**src/rtl/shift_seq_pkg.sv**
```systemverilog
// Shared types and constants for the variable-distance shift sequencer.
package shift_seq_pkg;

    localparam int SIZE     = 32;
    localparam int CNT_BITS = $clog2(SIZE);

    typedef enum logic [1:0] {
        IDLE,
        LOAD,
        SHIFT,
        DONE
    } state_t;

    localparam logic [1:0] S_HOLD  = 2'b00;
    localparam logic [1:0] S_LEFT  = 2'b01;
    localparam logic [1:0] S_RIGHT = 2'b10;
    localparam logic [1:0] S_LOAD  = 2'b11;

endpackage

```
**src/rtl/shift_cnt.sv**
```systemverilog
// Loadable down-counter that saturates at zero and flags a count of one.
module shift_cnt #(
    parameter int W = 5
) (
    input  logic         clk,
    input  logic         rst_n,
    input  logic         load,
    input  logic         dec,
    input  logic [W-1:0] din,
    output logic [W-1:0] count,
    output logic         one
);

    always_ff @(posedge clk or negedge rst_n) begin
        if (!rst_n) begin
            count <= '0;
        end else if (load) begin
            count <= din;
        end else if (dec && count != '0) begin
            count <= count - 1'b1;
        end
    end

    assign one = (count == W'(1));

endmodule

```
**src/rtl/shift_seq.sv**
```systemverilog
// Sequencer driving a 4-mode shift register through load, k shifts and capture.
module shift_seq
    import shift_seq_pkg::*;
#(
    parameter int size     = SIZE,
    parameter int cnt_bits = $clog2(size)
) (
    input  logic                clk,
    input  logic                r,
    input  logic                start,
    input  logic                dir,
    input  logic                arith,
    input  logic [cnt_bits-1:0] amount,
    input  logic [size-1:0]     data_in,
    input  logic [size-1:0]     q_in,
    output logic [1:0]          s,
    output logic                si,
    output logic [size-1:0]     pi,
    output logic                busy,
    output logic                done,
    output logic [size-1:0]     result
);

    state_t              state;
    logic                dir_q;
    logic                arith_q;
    logic [cnt_bits-1:0] amt_q;
    logic [cnt_bits-1:0] count;
    logic                cnt_one;

    shift_cnt #(
        .W(cnt_bits)
    ) u_cnt (
        .clk  (clk),
        .rst_n(r),
        .load (state == LOAD),
        .dec  (state == SHIFT),
        .din  (amt_q),
        .count(count),
        .one  (cnt_one)
    );

    // Sign fill only matters for arithmetic right shifts
    assign si = dir_q & arith_q & q_in[size-1];

    always_ff @(posedge clk or negedge r) begin
        if (!r) begin
            state   <= IDLE;
            s       <= S_HOLD;
            busy    <= 1'b0;
            done    <= 1'b0;
            result  <= '0;
            pi      <= '0;
            dir_q   <= 1'b0;
            arith_q <= 1'b0;
            amt_q   <= '0;
        end else begin
            done <= 1'b0;
            unique case (state)
                IDLE: begin
                    if (start) begin
                        state   <= LOAD;
                        s       <= S_LOAD;
                        busy    <= 1'b1;
                        dir_q   <= dir;
                        arith_q <= arith;
                        amt_q   <= amount;
                        pi      <= data_in;
                    end
                end
                LOAD: begin
                    if (amt_q == '0) begin
                        state <= DONE;
                        s     <= S_HOLD;
                    end else begin
                        state <= SHIFT;
                        s     <= dir_q ? S_RIGHT : S_LEFT;
                    end
                end
                SHIFT: begin
                    if (cnt_one) begin
                        state <= DONE;
                        s     <= S_HOLD;
                    end
                end
                DONE: begin
                    state  <= IDLE;
                    busy   <= 1'b0;
                    done   <= 1'b1;
                    result <= q_in;
                end
                default: begin
                    state <= IDLE;
                    s     <= S_HOLD;
                    busy  <= 1'b0;
                end
            endcase
        end
    end

endmodule

```
**config.mk**
```make
export PLATFORM = sky130hd
export DESIGN_NAME = shift_seq
export DESIGN_NICKNAME = d
export VERILOG_FILES = /design/src/rtl/shift_seq_pkg.sv /design/src/rtl/shift_cnt.sv /design/src/rtl/shift_seq.sv
export SDC_FILE = /design/constraint.sdc
export NUM_CORES = 1
export LEC_CHECK = 0
export ABC_AREA = 0
export CORE_MARGIN = 10
export CORE_UTILIZATION = 42
export DETAILED_ROUTE_END_ITERATION = 8
export PLACE_DENSITY = 0.8
export SYNTH_ARGS = -nofsm -noshare
export SYNTH_HDL_FRONTEND = slang
export SYNTH_SLANG_ARGS = --single-unit
export TNS_END_PERCENT = 20
```
**constraint.sdc**
```tcl
create_clock -name clk -period 2.46 [get_ports clk]
set_input_delay 0.246 -clock clk [delete_from_list [all_inputs] [get_ports clk]]
set_output_delay 0.246 -clock clk [all_outputs]
set_load 0.1 [all_outputs]
```
## Yosys cells after proc, flatten, opt, wreduce, memory -nomap -nowiden

Index checks and enable logic that the tools add are counted.

| storage, ports and cells | value |
|---|---|
| word-level logic and storage cells | 44 |
| output and inout port bits | 69 |
| input bits | 74 |
| bits in writable memories | 0 |
| memories kept | 0 |
| latch bits | 0 |
| register bits | 82 |
| memory bits (read-only) | 0 |

| operators by class | value |
|---|---|
| $add $sub $neg | 1 |
| reductions and logical operators | 11 |
| divide/modulo/power cells | 0 |
| muxes and demuxes | 14 |
| $lt $le $gt $ge | 0 |
| bitwise gates (word level) | 2 |
| shift-type cells | 0 |
| multiply operators | 0 |
| equal/unequal tests | 6 |

Operators with widths:

| kind | count |
|---|---|
| $mux 2 | 6 |
| $mux 5 | 2 |
| $pmux 2 s4 | 1 |
| $pmux 2 s3 | 1 |
| $reduce_and 2->1 | 3 |
| $eq 5x1->1 const B | 1 |
| $logic_not 5->1 | 1 |
| $reduce_bool 5->1 | 1 |
| $sub 5x1->5 const B | 1 |
| $eq 2x2->1 const B | 2 |
| $ne 2x2->1 const B | 2 |
| $reduce_bool 2->1 | 2 |
| $mux 1 | 3 |
| $reduce_and 3->1 | 1 |
| $reduce_bool 3->1 | 1 |
| $and 1x1->1 | 2 |
| $eq 2x1->1 const B | 1 |
| $logic_not 2->1 | 1 |
| $pmux 1 s2 | 1 |
| $logic_and 1x1->1 | 1 |

## Longest topological paths before layout

| depth | value |
|---|---|
| depth in word-level cells | 4 |
| gate-level depth with buffers | 6 |
| depth with buffers taken out | 5 |

## Hierarchy

From an unflattened synthesis, not the netlist that was laid out.

| unflattened totals | value |
|---|---|
| cell total of the unflattened synthesis | 219 |
| area, all modules | 3314.4 um^2 |

By module, submodules not included:

| module | sequential area each (um^2) | area an instance (um^2) | instances | cells an instance |
|---|---|---|---|---|
| shift_seq | 1926.8 | 2980.4 | 1 | 184 |
| shift_cnt | 125.1 | 334.1 | 1 | 35 |

## Worst setup path before layout

OpenSTA, ideal clock, no wires.

| path | value |
|---|---|
| path type | flip-flop to flip-flop |
| start point | reg u_cnt.count[1] |
| end point | reg s[0] |
| arrival | 1639 ps |
| slack | 696 ps |
| cell stages (with the launch flop) | 6 |
| library setup time | 125 ps |
| clock period less this slack | 1764 ps |
| buffers on the path | 0 |
| data required time | 2335 ps |
| path through | dfrtp_1 > inv_1 > ha_1 > or4b_4 > a211oi_2 > mux2_2 |

| between the ends | value |
|---|---|
| word-level cells in the longest chain between the ends | 3 |

RTL lines:

| item | RTL line | RTL |
|---|---|---|
| start: declaration | shift_cnt.sv:10 | `output logic [W-1:0] count,` |
| start signal: assignment | shift_cnt.sv:18 | `count <= din;` |
| start signal: assignment | shift_cnt.sv:20 | `count <= count - 1'b1;` |
| $eq 5x1->1 | shift_cnt.sv:24 | `assign one = (count == W'(1));` |
| $ne 2x2->1 (no line) | n/a |  |
| $reduce_and 3->1 (no line) | n/a |  |
| end signal: assignment | shift_seq.sv:77 | `s <= dir_q ? S_RIGHT : S_LEFT;` |
| end: declaration | shift_seq.sv:16 | `output logic [1:0] s,` |

No other way between the ends.
A chain may end at the register's enable or synchronous reset.

## Worst setup path in the final report

| path | value |
|---|---|
| start point | reg state[0] |
| end point | reg u_cnt.count[3] |

| between the ends | value |
|---|---|
| word-level cells in the longest chain between the ends | 3 |
| elaborated cells on any way between the ends | 5 |
| those cells by class | 2 x eq/ne; 1 x mux; 2 x reduce/logical |

RTL lines:

| item | RTL line | RTL |
|---|---|---|
| start: declaration | shift_seq.sv:24 | `state_t state;` |
| start signal: assignment | shift_seq.sv:48 | `state <= IDLE;` |
| start signal: assignment | shift_seq.sv:62 | `state <= LOAD;` |
| start signal: assignment | shift_seq.sv:73 | `state <= DONE;` |
| $eq 2x2->1 | shift_seq.sv:37 | `.dec (state == SHIFT),` |
| $logic_and 1x1->1 | shift_cnt.sv:19 | `end else if (dec && count != '0) begin` |
| $reduce_bool 2->1 (no line) | n/a |  |

Several ways; a longest one is shown, not always the timed one.

==> results.md <==
* FMAX at 0.505 GHz
* Synth top area cells: dfrtp_1 (62%), mux2_2 (25%), ha_1 (2.3%), nand2_1 (1.0%), clkbuf_1 (0.80%)
* Most frequent cells in the layout: dfrtp_1 (82), mux2_2 (74), clkdlybuf4s50_1 (72), buf_4 (72), clkbuf_8 (10)
* Final net count at 448
* Crit path arrival time at 2240 ps
* Io pins at 143
* Final setup skew at 10.5 ps
* GR Layer Usage met2 at 0.244
* Total CTS buffers at 9
* Min cycle time layout at 1980 ps
* Slew Limit Fails at 0
* Synth top area share at 0.624
* Seq/Total Area, Yosys at 0.624
* Leading area contributor after synthesis: dfrtp_1
* Total Wirelength at 8240 um
* Mapped Area at 0.00329 mm^2
* Final-report setup violation count at 0
* Fin util at 0.631
* Pre-CTS setup slack at 500 ps
* Post-CTS Setup Repair Bufs at 0
* Row count at 32
* Endpoints failing hold at 0
* Die area at 0.0118 mm^2
* GRT busiest layer: met2
* Clock Tree Root: clkbuf_8
* First-pass GRT wire length at 12800 um
* GR Overflow Total at 0
* Avg Cell Area, Syn at 14.9 um^2
* Net count after synthesis at 301
* Setup TNS at 0 ps
* Routed len/inst at 17.4 um
* Sink Count at 82
* Status: finished, final reports clean
* Ys Warns at 0
* Max-Cap Viols at 0
* Max-slew headroom at the worst pin at 0.633
* Via count at 2297
* Clock-pin transition on the worst setup and hold timing paths at 70 ps
* Unique masters post-synth at 28
* N_diodes at 0
* Final GP Congestion at 0.809
* Core area at 0.00769 mm^2
* Share of cells above drive strength 1 at 0.435
* Clock latency on the worst-skew pair at 340 ps
* Die width at 109 um
* Final worst setup slack at 481 ps
* Cell count after synthesis at 221
* Final period util at 0.805
* Die Y at 109 um
* Starting density of the core at 0.428
* Critical path endpoint category: register
* Drt pass-1 iters at 4
* Worst Path Max Fanout at 12
* Critical Path RT at 2720 ps
* Post-route DRC at 0
* Antenna-violating nets left at 0
* H-tree levels at 3
* Number of global-route vias before repair at 2480
* Buffers on Ports at 142
* Largest net degree at the start of global routing at 78
* Total Routing Usage GR at 0.139
* Type of the tightest min-delay check: in2async
* CTS max path bufs at 2
* FF-to-FF path depth at 5
* Drt via density at 4.85
* Met3 usage at 0.0690
* Type of the worst setup path: reg2reg
* Commonest non-fill, non-tap cell in the layout: dfrtp_1
* Initial DRC Count at 63
* HPWL Detailed at 6280 um
* Yosys reg bits at 82
* Met1 GRT Util at 0.139
* Number of fill cells at 632
* CTS tree: yes
* Startpoint Class: register
* Slew at the pin closest to its max-slew limit at 545 ps
* Antenna violations before repair at 0
* RSZ-0062 raised after global routing: false
* Area growth syn-to-layout at 47.5%
==> repair_timing <==
| item | 4_1_cts | 5_1_grt |
|---|---|---|
| setup endpoints to repair | 0 | 0 |
| hold buffers | 1 | 0 |
| endpoints found under the hold margin | 33 | 0 |
| gates resized for setup | 0 | 0 |
==> through the flow <==
stage / cells / hold slack, ps / instance area (um^2)
4_1_cts: 474 / 246 / 4850
5_1_grt: 474 / 268 / 4850
3_3_place_gp: 458 / 63.7 / 4660
2_1_floorplan: 221 / -49.6 / 3290
3_5_place_dp: 458 / 61.8 / 4660
6_report: 474 / 268 / 4850
==> final cells by class <==
type	count	area, um^2	share of cell area
Clock inverter	3	40.0	0.00825
Inverter	6	22.5	0.00464
Clock buffer	12	145	0.0299
Tap cell	102	128	0.0263
Timing Repair Buffer	146	1290	0.266
Multi-Input combinational cell	123	1170	0.242
Sequential cell	82	2050	0.423
==> final timing paths <==
check / slack, ps / from / endpoint
setup / recovery: 480 / state[0] / u_cnt.count[3]
hold / removal: 270 / r / result[5]
setup reg to reg: 480 / state[0] / u_cnt.count[3]
hold reg to reg: 510 / pi[24] / pi[24]
max in group asynchronous: 1600 / r / pi[6]
min in group clk: 510 / pi[24] / pi[24]
==> sequential cells by signal, indices dropped and copies added, names as in the netlist <==
| name | cells |
|---|---|
| busy | 1 |
| result | 32 |
| done | 1 |
| s | 2 |
| dir_q | 1 |
| amt_q | 5 |
| pi | 32 |
| arith_q | 1 |
| state | 2 |
| u_cnt.count | 5 |
==> routing by layer <==
layer	wire [um]	vias up
li1	-	1073
met1	3000	1147
met2	4370	69
met3	792	8
met4	73	0
met5	0	-
==> critical path: stages, from the launching register on <==
cell and delay, ps:
dfrtp_1 400, inv_1 140, ha_1 420, or4b_1 510, a211o_1 290, a31oi_1 150
==> synth_stat cells <==
library cell,instances
buf_2,2
a31oi_1,2
ha_1,6
inv_1,6
o311ai_0,1
or3_1,1
nand3_1,4
nor4_1,1
a22o_1,1
a211oi_2,1
o311a_1,1
and2_1,1
clkbuf_1,7
o21ai_0,2
and3_1,1
nand2_1,9
nand4_1,1
nor2b_1,2
or4b_1,2
or4b_4,1
a221oi_1,1
nor2_1,5
mux2_2,74
a211o_1,3
buf_1,1
a2bb2oi_1,1
a21oi_1,2
dfrtp_1,82
==> logic make-up (layout without fill, tap and decap cells) <==
group                    after synthesis  count (layout)  share of synthesized area
adder cells (fa/ha/maj)                6               6                     0.0228
AND/OR/NAND/NOR                       28              28                     0.0456
buffers and inverters                 16             167                     0.0190
AO/OA/AOI/OAI                         15              15                     0.0354
flip-flops                            82              82                      0.624
multiplexers                          74              74                      0.253
Power is not shown: default switching activity piles up to over one toggle a cycle in this logic, so the estimate is an artifact.
